[src/rtl/softex_lane_dispatch.sv]
// SoftEx lane dispatcher/merger: round-robin beat dispatch over n_act lanes, in-order merge via an order FIFO.
// Optional performance counters are enabled with `define SOFTEX_LANE_DISPATCH_PERF_EN.
module softex_lane_dispatch #(
  parameter int DATA_WIDTH  = 128,
  parameter int NUM_LANES   = 4,
  parameter int ORDER_DEPTH = 8,
  parameter int LW          = (NUM_LANES > 1) ? $clog2(NUM_LANES) : 1
) (
  input  logic                            clk_i,
  input  logic                            rst_i,
  input  logic                            clear_i,
  input  logic [$clog2(NUM_LANES+1)-1:0]  active_lanes_i,
  input  logic                            in_valid_i,
  output logic                            in_ready_o,
  input  logic [DATA_WIDTH-1:0]           in_data_i,
  input  logic                            in_last_i,
  output logic [NUM_LANES-1:0]            lane_valid_o,
  input  logic [NUM_LANES-1:0]            lane_ready_i,
  output logic [DATA_WIDTH-1:0]           lane_data_o,
  input  logic [NUM_LANES-1:0]            res_valid_i,
  output logic [NUM_LANES-1:0]            res_ready_o,
  input  logic [NUM_LANES*DATA_WIDTH-1:0] res_data_i,
  output logic                            out_valid_o,
  input  logic                            out_ready_i,
  output logic [DATA_WIDTH-1:0]           out_data_o,
  output logic                            out_last_o,
  output logic                            busy_o,
`ifdef SOFTEX_LANE_DISPATCH_PERF_EN
  output logic [31:0]                     perf_beats_o,
  output logic [31:0]                     perf_stall_o,
`endif
  output logic [$clog2(ORDER_DEPTH+1)-1:0] order_count_o
);

  localparam int AW  = $clog2(NUM_LANES + 1);
  localparam int OAW = $clog2(ORDER_DEPTH);
  localparam int OCW = $clog2(ORDER_DEPTH + 1);

  typedef struct packed {
    logic [LW-1:0] lane;
    logic          last;
  } order_t;

  logic [AW-1:0]         r_n_act;
  logic [AW-1:0]         w_n_act;
  logic [LW-1:0]         r_wr_lane;
  logic [LW-1:0]         w_wr_lane;
  logic [LW-1:0]         w_wr_next;
  logic [OAW:0]          r_wptr;
  logic [OAW:0]          r_rptr;
  order_t                r_order_mem [ORDER_DEPTH];
  order_t                w_head;
  logic                  w_empty;
  logic                  w_full;
  logic                  w_busy;
  logic                  w_lane_rdy;
  logic                  w_push;
  logic                  w_res_rdy;
  logic                  w_head_valid;
  logic [DATA_WIDTH-1:0] w_head_data;
  logic                  w_pop;
  logic                  r_out_valid;
  logic                  r_out_last;
  logic [DATA_WIDTH-1:0] r_out_data;

  assign w_empty = (r_wptr == r_rptr);
  assign w_full  = (r_wptr[OAW] != r_rptr[OAW]) && (r_wptr[OAW-1:0] == r_rptr[OAW-1:0]);
  assign w_busy  = !w_empty || r_out_valid;
  assign w_head  = r_order_mem[r_rptr[OAW-1:0]];

  // The lane count follows the request while idle and freezes once a tile is in flight.
  always_comb begin
    // NOTE: every combinational output gets a default first so no latch is inferred.
    w_n_act = r_n_act;
    if (!w_busy) begin
      if (active_lanes_i == '0)
        w_n_act = AW'(1);
      else if (active_lanes_i > AW'(NUM_LANES))
        w_n_act = AW'(NUM_LANES);
      else
        w_n_act = active_lanes_i;
    end
  end

  always_comb begin
    w_wr_lane = (32'(r_wr_lane) >= 32'(w_n_act)) ? '0 : r_wr_lane;
    if (in_last_i || (32'(w_wr_lane) + 32'd1 >= 32'(w_n_act)))
      w_wr_next = '0;
    else
      w_wr_next = w_wr_lane + LW'(1);
  end

  always_comb begin
    w_lane_rdy   = 1'b0;
    w_head_valid = 1'b0;
    w_head_data  = '0;
    for (int i = 0; i < NUM_LANES; i++) begin
      if (w_wr_lane == LW'(i))
        w_lane_rdy = lane_ready_i[i];
      if (w_head.lane == LW'(i)) begin
        w_head_valid = res_valid_i[i];
        w_head_data  = res_data_i[i*DATA_WIDTH +: DATA_WIDTH];
      end
    end
  end

  assign w_push    = in_valid_i && w_lane_rdy && !w_full && !rst_i;
  assign w_res_rdy = !w_empty && (!r_out_valid || out_ready_i) && !rst_i;
  assign w_pop     = w_res_rdy && w_head_valid;

  always_comb begin
    lane_valid_o = '0;
    res_ready_o  = '0;
    for (int i = 0; i < NUM_LANES; i++) begin
      lane_valid_o[i] = (w_wr_lane == LW'(i)) && in_valid_i && !w_full && !rst_i;
      res_ready_o[i]  = (w_head.lane == LW'(i)) && w_res_rdy;
    end
  end

  // Every output reads as zero while reset is held, including the registered ones.
  assign in_ready_o    = w_lane_rdy && !w_full && !rst_i;
  assign lane_data_o   = rst_i ? '0 : in_data_i;
  assign out_valid_o   = r_out_valid && !rst_i;
  assign out_data_o    = rst_i ? '0 : r_out_data;
  assign out_last_o    = r_out_last && !rst_i;
  assign busy_o        = w_busy && !rst_i;
  assign order_count_o = rst_i ? '0 : OCW'(r_wptr - r_rptr);

  // NOTE: sequential state uses non-blocking assignments so every register samples pre-edge values.
  always_ff @(posedge clk_i) begin
    if (rst_i || clear_i) begin
      r_n_act     <= AW'(1);
      r_wr_lane   <= '0;
      r_wptr      <= '0;
      r_rptr      <= '0;
      r_out_valid <= 1'b0;
      r_out_last  <= 1'b0;
      r_out_data  <= '0;
    end else begin
      r_n_act <= w_n_act;
      if (w_push) begin
        r_wptr    <= r_wptr + 1'b1;
        r_wr_lane <= w_wr_next;
      end
      if (w_pop) begin
        r_rptr      <= r_rptr + 1'b1;
        r_out_valid <= 1'b1;
        r_out_data  <= w_head_data;
        r_out_last  <= w_head.last;
      end else if (out_ready_i) begin
        r_out_valid <= 1'b0;
      end
    end
  end

  // NOTE: order storage is not reset; the pointers alone decide which entries are valid.
  always_ff @(posedge clk_i) begin
    if (w_push)
      r_order_mem[r_wptr[OAW-1:0]] <= '{lane: w_wr_lane, last: in_last_i};
  end

`ifdef SOFTEX_LANE_DISPATCH_PERF_EN
  logic [31:0] r_perf_beats;
  logic [31:0] r_perf_stall;

  always_ff @(posedge clk_i) begin
    if (rst_i || clear_i) begin
      r_perf_beats <= '0;
      r_perf_stall <= '0;
    end else begin
      if (w_push && (r_perf_beats != '1))
        r_perf_beats <= r_perf_beats + 32'd1;
      if (in_valid_i && !in_ready_o && (r_perf_stall != '1))
        r_perf_stall <= r_perf_stall + 32'd1;
    end
  end

  assign perf_beats_o = rst_i ? '0 : r_perf_beats;
  assign perf_stall_o = rst_i ? '0 : r_perf_stall;
`else
  // Default build: no performance counters.
`endif

endmodule
[config.mk]
export PLATFORM = sky130hd
export DESIGN_NAME = softex_lane_dispatch
export DESIGN_NICKNAME = d
export VERILOG_FILES = /design/src/rtl/softex_lane_dispatch.sv
export SDC_FILE = /design/constraint.sdc
export NUM_CORES = 1
export LEC_CHECK = 0
export ABC_CLOCK_PERIOD_IN_PS = 7300
export CAP_MARGIN = 10
export CORE_AREA = 4 4 362 364
export CTS_CLUSTER_DIAMETER = 40
export DETAILED_ROUTE_END_ITERATION = 10
export DIE_AREA = 0 0 366 368
export GPL_TIMING_DRIVEN = 0
export PLACE_DENSITY_LB_ADDON = 0.08
export SLEW_MARGIN = 30
export SYNTH_ARGS = -nofsm -noshare
export SYNTH_HDL_FRONTEND = slang
export SYNTH_SLANG_ARGS = --single-unit
[constraint.sdc]
create_clock -name clk_i -period 7.3 [get_ports clk_i]
set_input_delay 0.73 -clock clk_i [delete_from_list [all_inputs] [get_ports clk_i]]
set_output_delay 0.73 -clock clk_i [all_outputs]
set_load 0.01 [all_outputs]
==> results_dict.tcl <==
set metrics [dict create \
    run_status "complete, no violations" \
    cp_num_buf_inv 4 \
    synthesis.nets 2295 \
    start_util_pct 9.50 \
    utilization_pct 19.0 \
    holdCritPathClass "flop to flop" \
    area_growth_pct 99.8 \
    hpwl_um 90800 \
    wl_um 107000 \
    ios 929 \
    crit_path_end_kind "output pin" \
    fin_tns_setup_ns 0 \
    drcViolationCount 0 \
    cts_resized 0 \
    hold_violations 0 \
    maxSlewViolCount 0 \
    critPathKind "flop to output pin" \
    core_region_area_um2 127000 \
    final_area_um2 24200 \
    rsz0062_at_grt "no" \
    via_count 15860 \
    die_width_um 366 \
    leakagePower_nw 7.80 \
    grt.total_usage_pct 15.2 \
    crit_chain "clkbuf_1, inv_1, ha_1, nand3_1, nor3_1, mux2_2, ha_1, nand2b_1, a21oi_1, o21ai_0, inv_1, ha_1, nand3b_1, a311oi_1, or2_2, o211a_1, clkdlybuf4s50_1" \
    cts_tree "built" \
    fin_hold_ws_ns 0.451 \
    synth_edf_count 24 \
    cp_slowest_cell "nor3_1" \
    wire_per_inst_um 25.1 \
    rows 131 \
    drt_iter0_drc 760 \
    start_kind "flop" \
    drtPass1Iterations 5 \
    h-tree-depth 4 \
    die_height_um 368 \
    grt_overflow_total 0 \
    critical-path-top-delay-family "buffers and inverters" \
    ir_drop_mv 0.188 \
    cts_made_buffers 17 \
    antenna_found_initial 43 \
    cts_num_sinks 170 \
    arrival_ns 5.67 \
    postSynthAreaPerCell_um2 7.45 \
    portBuffers 927 \
    drive_above_1_share_pct 3.99 \
    crit_fanout 11 \
    clk_path_buf_depth 2 \
    ys_warn_count 0 \
    fin_worst_skew_ns 0.0145 \
    viasPerCell 3.72 \
    synth_top_area_share_pct 24.2 \
    p_total_mw 2.60 \
    synth_area_leaders "dfxtp_1 24%, nor2b_1 13%, nand2_1 12%, a311o_1 11%, a211oi_1 8.0%" \
    synth_area_um2 12100 \
    grt_max_degree 19 \
    fmax_mhz 156 \
    syn_inst 1623 \
    final_nets 3243 \
    dpl_cell_area_um2 23500 \
    grt_pass1_wl_um 143000 \
    insertion_delay_ns 0.51 \
    synth-seq-cells 170 \
    die_area_um2 135000 \
    cts-root-buf "clkbuf_16" \
    synth.distinct_cells 35 \
    ys_seq_area_share_pct 30.1 \
    grt_pass1_vias 16762 \
    setup_viol 0 \
    place_congestion 0.816 \
    ys.flop_type "dfxtp_1" \
    yosysTopAreaCell "dfxtp_1" \
    cp_slowest_stage_delay_ns 0.58 \
    maxSlewHeadroom_pct 37.3 \
    worstPathRequired_ns 6.57 \
    post-cts-setup-buffers 0 \
    p_per_area_nw_per_um2 108 \
    path_common_cell "ha_1" \
    worstMarginPinSlew_ns 0.941 \
    maxCapViolations 0 \
    post-route-min-period_ns 6.40 \
    ctsHoldBuffers 0 \
    path_clk_slew_ns 0.08 \
    synth-async-reset-ratio_pct 0 \
    timing.final.crit_share_pct 87.7 \
    antenna_left 0 \
]
## state kept, by name, indices dropped and copies added, names as in the netlist, named ones only
register	count
r_order_mem	24
r_out_valid	1
r_rptr	4
r_wr_lane	2
r_out_data	128
r_out_last	1
r_wptr	4
r_n_act	3
## path summary, 6_finish.rpt
check                                    start                            to  slack, ns  cells past startpoint
setup / recovery        r_wptr[0]$_SDFFE_PP0P_                    in_ready_o       0.90                     17
hold / removal    r_out_data[111]$_SDFFE_PP0P_  r_out_data[111]$_SDFFE_PP0P_       0.45                      2
setup reg to reg        r_wptr[0]$_SDFFE_PP0P_   r_order_mem[2][1]$_DFFE_PP_       1.59                     17
hold reg to reg   r_out_data[111]$_SDFFE_PP0P_  r_out_data[111]$_SDFFE_PP0P_       0.45                      2
## synthesized netlist by cell type (6+ instances only)
library cell  number
buf_2             27
clkbuf_1         119
dfxtp_1          146
a21oi_1          138
nor2_1            25
nand2_1          392
buf_4             14
and2_1           133
edfxtp_1          24
a211oi_1         129
nor3_1             6
mux4_2             6
a311o_1          128
inv_1             13
nor2b_1          259
mux2i_1            7
ha_1              14
## report_power, final
group          internal, mW  switching, mW  leakage (nW)
Sequential            0.949        0.00119          1.39
Combinational         0.437          0.251          6.13
Clock                 0.455          0.510         0.280
## area by class of cell
type                            instances  area [um^2]
Clock buffer                           17          425
Multi-Input combinational cell       1279         7710
Antenna cell                           16         40.0
Tap cell                             1662         2080
Timing Repair Buffer                  929         9330
Buffer                                161          717
Fill cell                           14396       103000
Sequential cell                       170         3640
Clock inverter                         15          161
Inverter                               13         48.8
## routing by layer
layer / track usage (%) / share of wire (%) / routed length [um]
met1: 18.4 / 43 / 45600
met2: 26.2 / 48 / 51800
met3: 5.41 / 7.7 / 8200
met4: 2.50 / 1.1 / 1120
met5: 0 / 0.14 / 149
## layout by cell type, fill, tap and decap left out, types with 5 or more instances in the layout
master           netlist  layout
mux2i_1                7       7
buf_2                 27      27
nor3_1                 6       6
nand2_1              392     392
clkbuf_1             119     108
nor2b_1              259     259
nor2_1                25      25
clkinv_4               0       5
clkdlybuf4s50_1        0     927
and2_1               133     133
clkbuf_16              0      17
dfxtp_1              146     146
a21oi_1              138     138
inv_1                 13      13
buf_4                 14      14
clkbuf_2               0       9
ha_1                  14      14
a311o_1              128     128
nand3_1                5       5
diode_2                0      16
a211oi_1             129     127
edfxtp_1              24      24
mux4_2                 6       6
## tightest hold or removal path: cells and delay by family, from the launching register on
kind | cells | cell delay, ns
DFF | 1 | 0.31
AOI/OAI and AO/OA | 1 | 0.05
and+or+nand+nor | 1 | 0.05
## per-stage QoR
stage | setup WS [ns] | instances
floorplan | 2.83 | 1623
global placement | 1.34 | 4212
detailed placement | 1.37 | 4214
CTS | 0.765 | 4246
global route | 0.400 | 4251
finish | 0.900 | 4262
## cell families after synthesis
| kind of cell | count (synthesis) | synth area share [%] |
|---|---|---|
| mux | 18 | 2.26 |
| buf+inv | 174 | 6.18 |
| fa+ha+maj | 15 | 1.61 |
| compound gates | 405 | 24.9 |
| flops | 170 | 30.1 |
| xor+xnor | 8 | 0.579 |
| simple gates | 833 | 34.4 |
No activity file was read; power rests on OpenSTA's default activity.
